## config.mk

```make
export PLATFORM = sky130hd
export DESIGN_NAME = qe_m_scheduler
export DESIGN_NICKNAME = d
export VERILOG_FILES = /design/src/rtl/qe_m_scheduler.sv
export SDC_FILE = /design/constraint.sdc
export NUM_CORES = 1
export LEC_CHECK = 0
export CAP_MARGIN = 10
export CORE_MARGIN = 2
export CORE_UTILIZATION = 37
export CTS_CLUSTER_SIZE = 28
export DETAILED_ROUTE_END_ITERATION = 10
export HOLD_SLACK_MARGIN = 0.15
export PLACE_DENSITY_LB_ADDON = 0.05
export SYNTH_ARGS = -nofsm -noshare
export SYNTH_HDL_FRONTEND = slang
export SYNTH_SLANG_ARGS = --single-unit
```

## constraint.sdc

```tcl
create_clock -name clk -period 4.1 [get_ports clk]
set_clock_uncertainty 0.15 [all_clocks]
set_input_delay 1.23 -clock clk [delete_from_list [all_inputs] [get_ports clk]]
set_output_delay 1.23 -clock clk [all_outputs]
set_load 0.01 [all_outputs]
```

## src/rtl/qe_m_scheduler.sv

```systemverilog
// qe_m_scheduler: round-robin share of one QE_M unit between NUM_REQ
// requesters. MAC bursts hold the grant until their last beat; each
// result is tagged with its owner through an in-order tag FIFO.
// Ports: clk, reset (async, active-low); req_valid/ready/mode/last and
// packed req_a/b/c/x per requester; qe_* issue register to QE_M;
// qe_valid_out/qe_result back from QE_M; rsp_valid/id/result routed
// result; busy (lock held or tags outstanding); err sticky error.
// Build option: define QE_SCHED_ERR_EN to enable err, else err is 0.
module qe_m_scheduler #(
    parameter  int NUM_REQ   = 4,
    parameter  int TAG_DEPTH = 4,
    localparam int ID_W = (NUM_REQ > 1) ? $clog2(NUM_REQ) : 1,
    localparam int AW   = (TAG_DEPTH > 1) ? $clog2(TAG_DEPTH) : 1,
    localparam int CW   = AW + 1
) (
    input  logic                 clk,
    input  logic                 reset,
    input  logic [NUM_REQ-1:0]   req_valid,
    output logic [NUM_REQ-1:0]   req_ready,
    input  logic [NUM_REQ-1:0]   req_mode,
    input  logic [NUM_REQ-1:0]   req_last,
    input  logic [8*NUM_REQ-1:0] req_a,
    input  logic [8*NUM_REQ-1:0] req_b,
    input  logic [8*NUM_REQ-1:0] req_c,
    input  logic [8*NUM_REQ-1:0] req_x,
    output logic                 qe_valid_in,
    output logic                 qe_mode,
    output logic                 qe_last_input,
    output logic [7:0]           qe_a,
    output logic [7:0]           qe_b,
    output logic [7:0]           qe_c,
    output logic [7:0]           qe_x,
    input  logic                 qe_valid_out,
    input  logic [15:0]          qe_result,
    output logic                 rsp_valid,
    output logic [ID_W-1:0]      rsp_id,
    output logic [15:0]          rsp_result,
    output logic                 busy,
    output logic                 err
);

    typedef enum logic {UNLOCKED, LOCKED} state_t;

    state_t state_q, state_d;

    logic [ID_W-1:0]    lock_q;
    logic [ID_W-1:0]    ptr_q;
    logic [ID_W-1:0]    win_id;
    logic [ID_W-1:0]    cand;
    logic               win_found;
    logic               win_mode;
    logic               win_last;
    logic [ID_W+2:0]    sel;
    logic [NUM_REQ-1:0] elig;
    int                 idx;

    logic [ID_W-1:0] tag_mem [TAG_DEPTH];
    logic [AW-1:0]   wr_q;
    logic [AW-1:0]   rd_q;
    logic [CW-1:0]   cnt_q;
    logic            full;
    logic            empty;
    logic            push;
    logic            pop;

    assign full  = (cnt_q == CW'(TAG_DEPTH));
    assign empty = (cnt_q == '0);

    // Producing beats need a free tag slot; mid-burst MAC beats do not.
    // While locked only the owner may go, and only with MAC beats.
    always_comb begin
        elig = '0;
        for (int i = 0; i < NUM_REQ; i++) begin
            elig[i] = req_valid[i];
            if (state_q == LOCKED) begin
                if (ID_W'(i) != lock_q || !req_mode[i])
                    elig[i] = 1'b0;
            end
            if ((!req_mode[i] || req_last[i]) && full)
                elig[i] = 1'b0;
        end
    end

    // Rotating priority: search starts just after the last winner.
    always_comb begin
        win_found = 1'b0;
        win_id    = '0;
        cand      = '0;
        idx       = 0;
        for (int k = 1; k <= NUM_REQ; k++) begin
            idx  = (int'(ptr_q) + k) % NUM_REQ;
            cand = ID_W'(idx);
            if (!win_found && elig[cand]) begin
                win_found = 1'b1;
                win_id    = cand;
            end
        end
    end

    always_comb begin
        req_ready = '0;
        if (win_found && reset)
            req_ready[win_id] = 1'b1;
    end

    assign win_mode = req_mode[win_id];
    assign win_last = req_last[win_id];
    assign sel      = {win_id, 3'b000};
    assign push     = win_found && (!win_mode || win_last);
    assign pop      = qe_valid_out && !empty;
    assign busy     = (state_q == LOCKED) || !empty;

    always_comb begin
        state_d = state_q;
        unique case (state_q)
            UNLOCKED:
                if (win_found && win_mode && !win_last)
                    state_d = LOCKED;
            LOCKED:
                if (win_found && win_last)
                    state_d = UNLOCKED;
            default:
                state_d = UNLOCKED;
        endcase
    end

    always_ff @(posedge clk or negedge reset) begin
        if (!reset) begin
            state_q <= UNLOCKED;
            lock_q  <= '0;
            ptr_q   <= ID_W'(NUM_REQ - 1);
        end else begin
            state_q <= state_d;
            if (win_found) begin
                ptr_q  <= win_id;
                lock_q <= win_id;
            end
        end
    end

    always_ff @(posedge clk) begin
        if (push)
            tag_mem[wr_q] <= win_id;
    end

    always_ff @(posedge clk or negedge reset) begin
        if (!reset) begin
            wr_q  <= '0;
            rd_q  <= '0;
            cnt_q <= '0;
        end else begin
            if (push)
                wr_q <= wr_q + AW'(1);
            if (pop)
                rd_q <= rd_q + AW'(1);
            if (push && !pop)
                cnt_q <= cnt_q + CW'(1);
            else if (pop && !push)
                cnt_q <= cnt_q - CW'(1);
        end
    end

    // Issue register: operands hold their last values when idle.
    always_ff @(posedge clk or negedge reset) begin
        if (!reset) begin
            qe_valid_in   <= 1'b0;
            qe_mode       <= 1'b0;
            qe_last_input <= 1'b0;
            qe_a          <= '0;
            qe_b          <= '0;
            qe_c          <= '0;
            qe_x          <= '0;
        end else begin
            qe_valid_in <= win_found;
            if (win_found) begin
                qe_mode       <= win_mode;
                qe_last_input <= win_mode && win_last;
                qe_a          <= req_a[sel +: 8];
                qe_b          <= req_b[sel +: 8];
                qe_c          <= req_c[sel +: 8];
                qe_x          <= req_x[sel +: 8];
            end
        end
    end

    always_ff @(posedge clk or negedge reset) begin
        if (!reset) begin
            rsp_valid  <= 1'b0;
            rsp_id     <= '0;
            rsp_result <= '0;
        end else begin
            rsp_valid <= pop;
            if (pop) begin
                rsp_id     <= tag_mem[rd_q];
                rsp_result <= qe_result;
            end
        end
    end

`ifdef QE_SCHED_ERR_EN
    logic err_q;

    always_ff @(posedge clk or negedge reset) begin
        if (!reset) begin
            err_q <= 1'b0;
        end else if ((qe_valid_out && empty) ||
                     (state_q == LOCKED &&
                      req_valid[lock_q] &&
                      !req_mode[lock_q])) begin
            err_q <= 1'b1;
        end
    end

    assign err = err_q;
`else
    assign err = 1'b0;
`endif

endmodule

```

==> impl_metrics.json <==
{
  "netlist_area_mm2": 0.00428,
  "yosysTopAreaCellShare_pct": 37.4,
  "drt-pass1-iter-count": 4,
  "synth_cell_types": 54,
  "fin_nets": 816,
  "period_share_pct": 105,
  "crit_arrival_ps": 2940,
  "period_minus_slack_ps": 4320,
  "hold_viol_final": 0,
  "area_delta_synth_final_pct": 67.4,
  "place_inst": 771,
  "worstMarginPinSlew_ps": 827,
  "cts_sinks": 74,
  "cts.clk_slew.worst_paths_ps": 60,
  "synth-simple-area-share_pct": 13.0,
  "slew_headroom_pct": 44.9,
  "powerDensity_mw_per_mm2": 794,
  "path_cells": "buf_6, or3b_4, a221oi_4, nor2_2, o21a_2, nor2_8, inv_4, nor4_4, buf_2",
  "critPathCaptureType": "output port",
  "totalWireLength_mm": 11.8,
  "post-place-ws_ps": -1100,
  "cts_max_level": 3,
  "finalSetupTns_ps": -587,
  "drtAntennaViolNets": 0,
  "place.port_buffers": 217,
  "cap_viol_max_count": 0,
  "initial_utilization_pct": 37.6,
  "viasPerCell": 4.77,
  "power_w": 0.00568,
  "avgSynthCellArea_um2": 10.4,
  "io_pins": 219,
  "yosys.area.top_type": "dfrtp_1",
  "die_w_um": 112,
  "synth_edf_count": 8,
  "ys_top_cells_by_area": "dfrtp_1, mux2i_1, mux2_2, nand2_1, edfxtp_1",
  "ys_seq_area_share_pct": 44.3,
  "fin_cells": 799,
  "insertion_delay_ps": 330,
  "overflow": 0,
  "power_leakage_nw": 3.16,
  "grt_first_pass_wirelength_mm": 19.3,
  "crit_required_ps": 2720,
  "drive_above_1_share_pct": 20.4,
  "reg2reg_depth": 15,
  "setup_viol_count_final": 5,
  "cts_tree": "yes",
  "synth.area.mux_share_pct": 25.0,
  "synth-main-ff-cell": "dfrtp_1",
  "fill_cells": 972,
  "synth_compound_area_share_pct": 9.77,
  "max_freq_mhz": 232,
  "grt_setup_unrepaired": "yes",
  "status": "finished, violations left",
  "r2r_setup_slack_ps": 400,
  "cp_slowest_cell": "or3b_4",
  "drtIter0Drc": 140,
  "diodes": 0,
  "cts_buffers": 9,
  "crit_type": "input port to output port",
  "critPathMaxFanout": 3,
  "syn_inst": 410,
  "ctsRootBufferMaster": "clkbuf_16",
  "grt_usage_pct": 19.2,
  "maxSlewViolCount": 0,
  "start_kind": "input port",
  "vias": 3814,
  "ir_drop_uv": 639,
  "drc": 0,
  "async_reset_ff_share_pct": 89.2,
  "wl_per_cell_um": 14.8,
  "core_mm2": 0.0114,
  "synth_top_family_by_area": "multiplexers",
  "violations": "negative setup slack",
  "synth-xor-area-share_pct": 1.23,
  "ys_seq_elements": 74,
  "place.gp.congestion": 0.855,
  "grt_start_max_net_pins": 75,
  "hold_path.class": "flop to flop",
  "cpPeakStageDelay_ps": 380,
  "rows": 39,
  "die_area_mm2": 0.0124,
  "multi_input_area_mm2": 0.00233,
  "place_hpwl_mm": 8.92,
  "grt_pass1_vias": 3982,
  "cts_max_path_buffers": 2,
  "yosys_warnings": 0,
  "fin_ws_ps": -215,
  "syn-num-nets": 575,
  "synthAdderAreaFrac_pct": 1.93,
  "grt_antenna_before_repair": 0,
  "ff_latch_area_mm2": 0.00189,
  "dieHeight_um": 112,
  "hold_depth": 2
}
-- sequential cells by signal, summed over array words and instances, names as in the netlist --
name	flops
rd_q	2
qe_valid_in	1
qe_c	8
qe_last_input	1
lock_q	2
qe_a	8
qe_mode	1
qe_x	8
tag_mem	8
rsp_valid	1
rsp_id	2
wr_q	2
ptr_q	2
state_q	1
rsp_result	16
cnt_q	3
qe_b	8
-- cell families (layout without fill, tap and decap cells) --
family,count (synthesis),after routing
and+or+nand+nor,126,126
DFF,74,74
adders and majority gates,6,6
other,1,1
buffers and inverters,38,284
muxes,100,100
xor gates and xnor gates,6,6
AOI/OAI and AO/OA,59,59
-- layer usage --
metal  track usage, %  up-vias  wire length, um
met4             5.51        0              181
met5                0        -                0
met1             21.2     1749             4470
met2             34.9      146             6170
li1                 -     1907                -
met3             6.91       12              976
-- final cells by class --
type | instances | area share [%]
timing repair buffer | 254 | 33.8
multi-input combinational | 298 | 32.5
sequential | 74 | 26.5
clock buffer | 14 | 3.69
tap | 143 | 2.50
inverter | 14 | 0.804
clock inverter | 2 | 0.175
-- Yosys cell counts, types with 3 or more instances --
library cell and number:
xnor2_1 4, edfxtp_1 8, buf_4 4, clkbuf_1 12, dfrtp_1 64, ha_1 5, a221o_1 3, nand3_1 4
nor2_1 4, nand2b_1 4, o21ai_1 33, inv_1 12, mux2i_1 64, nand2_1 99, mux2_2 33, o21ai_0 3
nor3_1 3, and2_1 4
-- report_power, final --
part	internal, W	total, W	leakage [nW]	switching, W
Clock	0.000442	0.000720	0.133	0.000278
Sequential	0.00115	0.00139	0.862	0.000247
Combinational	0.00194	0.00357	2.17	0.00163
Total	0.00353	0.00568	3.16	0.00216
-- metrics by stage --
stage | cell area (um2) | hold slack [ps] | utilization [%]
floorplan | 4320 | 311 | -
global placement | 6710 | 307 | 59.0
detailed placement | 6710 | 311 | 59.0
CTS | 7090 | 324 | 62.3
global route | 7160 | 339 | 63.0
finish | 7160 | 319 | 63.0
-- what timing repair did --
item / in CTS / in global routing
hold buffers: 0 / 0
resized for setup: 64 / 17
pin swaps: 15 / 9
endpoints found under the setup margin: 48 / 23
setup buffers: 9 / 3
cloned: 0 / 0
-- critical path: cells and delay by family --
kind,cells,cell delay (ps)
and+or+nand+nor,4,800
buffers and inverters,3,300
AOI/OAI and AO/OA,2,600
-- cells in the final DEF, fill, tap and decap left out, types with 4 or more instances in the layout --
cell type / netlist / layout
xnor2_1: 4 / 4
buf_6: 0 / 8
dfrtp_1: 64 / 64
mux2_2: 33 / 33
edfxtp_1: 8 / 8
buf_4: 4 / 32
nand2_1: 99 / 98
clkbuf_16: 0 / 9
clkdlybuf4s50_1: 0 / 200
nand2b_4: 0 / 4
inv_1: 12 / 10
mux2i_1: 64 / 64
o21ai_1: 33 / 34
and2_1: 4 / 4
dlygate4sd2_1: 0 / 4
ha_1: 5 / 4
buf_2: 2 / 8
-- worst paths after layout --
check,startpoint,endpoint
min reg2reg,rsp_result[14]$_DFFE_PN0P_,rsp_result[14]$_DFFE_PN0P_
min in group asynchronous,reset,rsp_result[14]$_DFFE_PN0P_
max in group asynchronous,reset,qe_a[0]$_DFFE_PN0N_
min,rsp_result[14]$_DFFE_PN0P_,rsp_result[14]$_DFFE_PN0P_
max,req_mode[0],req_ready[0]
max reg2reg,cnt_q[0]$_DFFE_PN0P_,cnt_q[2]$_DFFE_PN0P_
No activity file was read; power rests on OpenSTA's default activity.
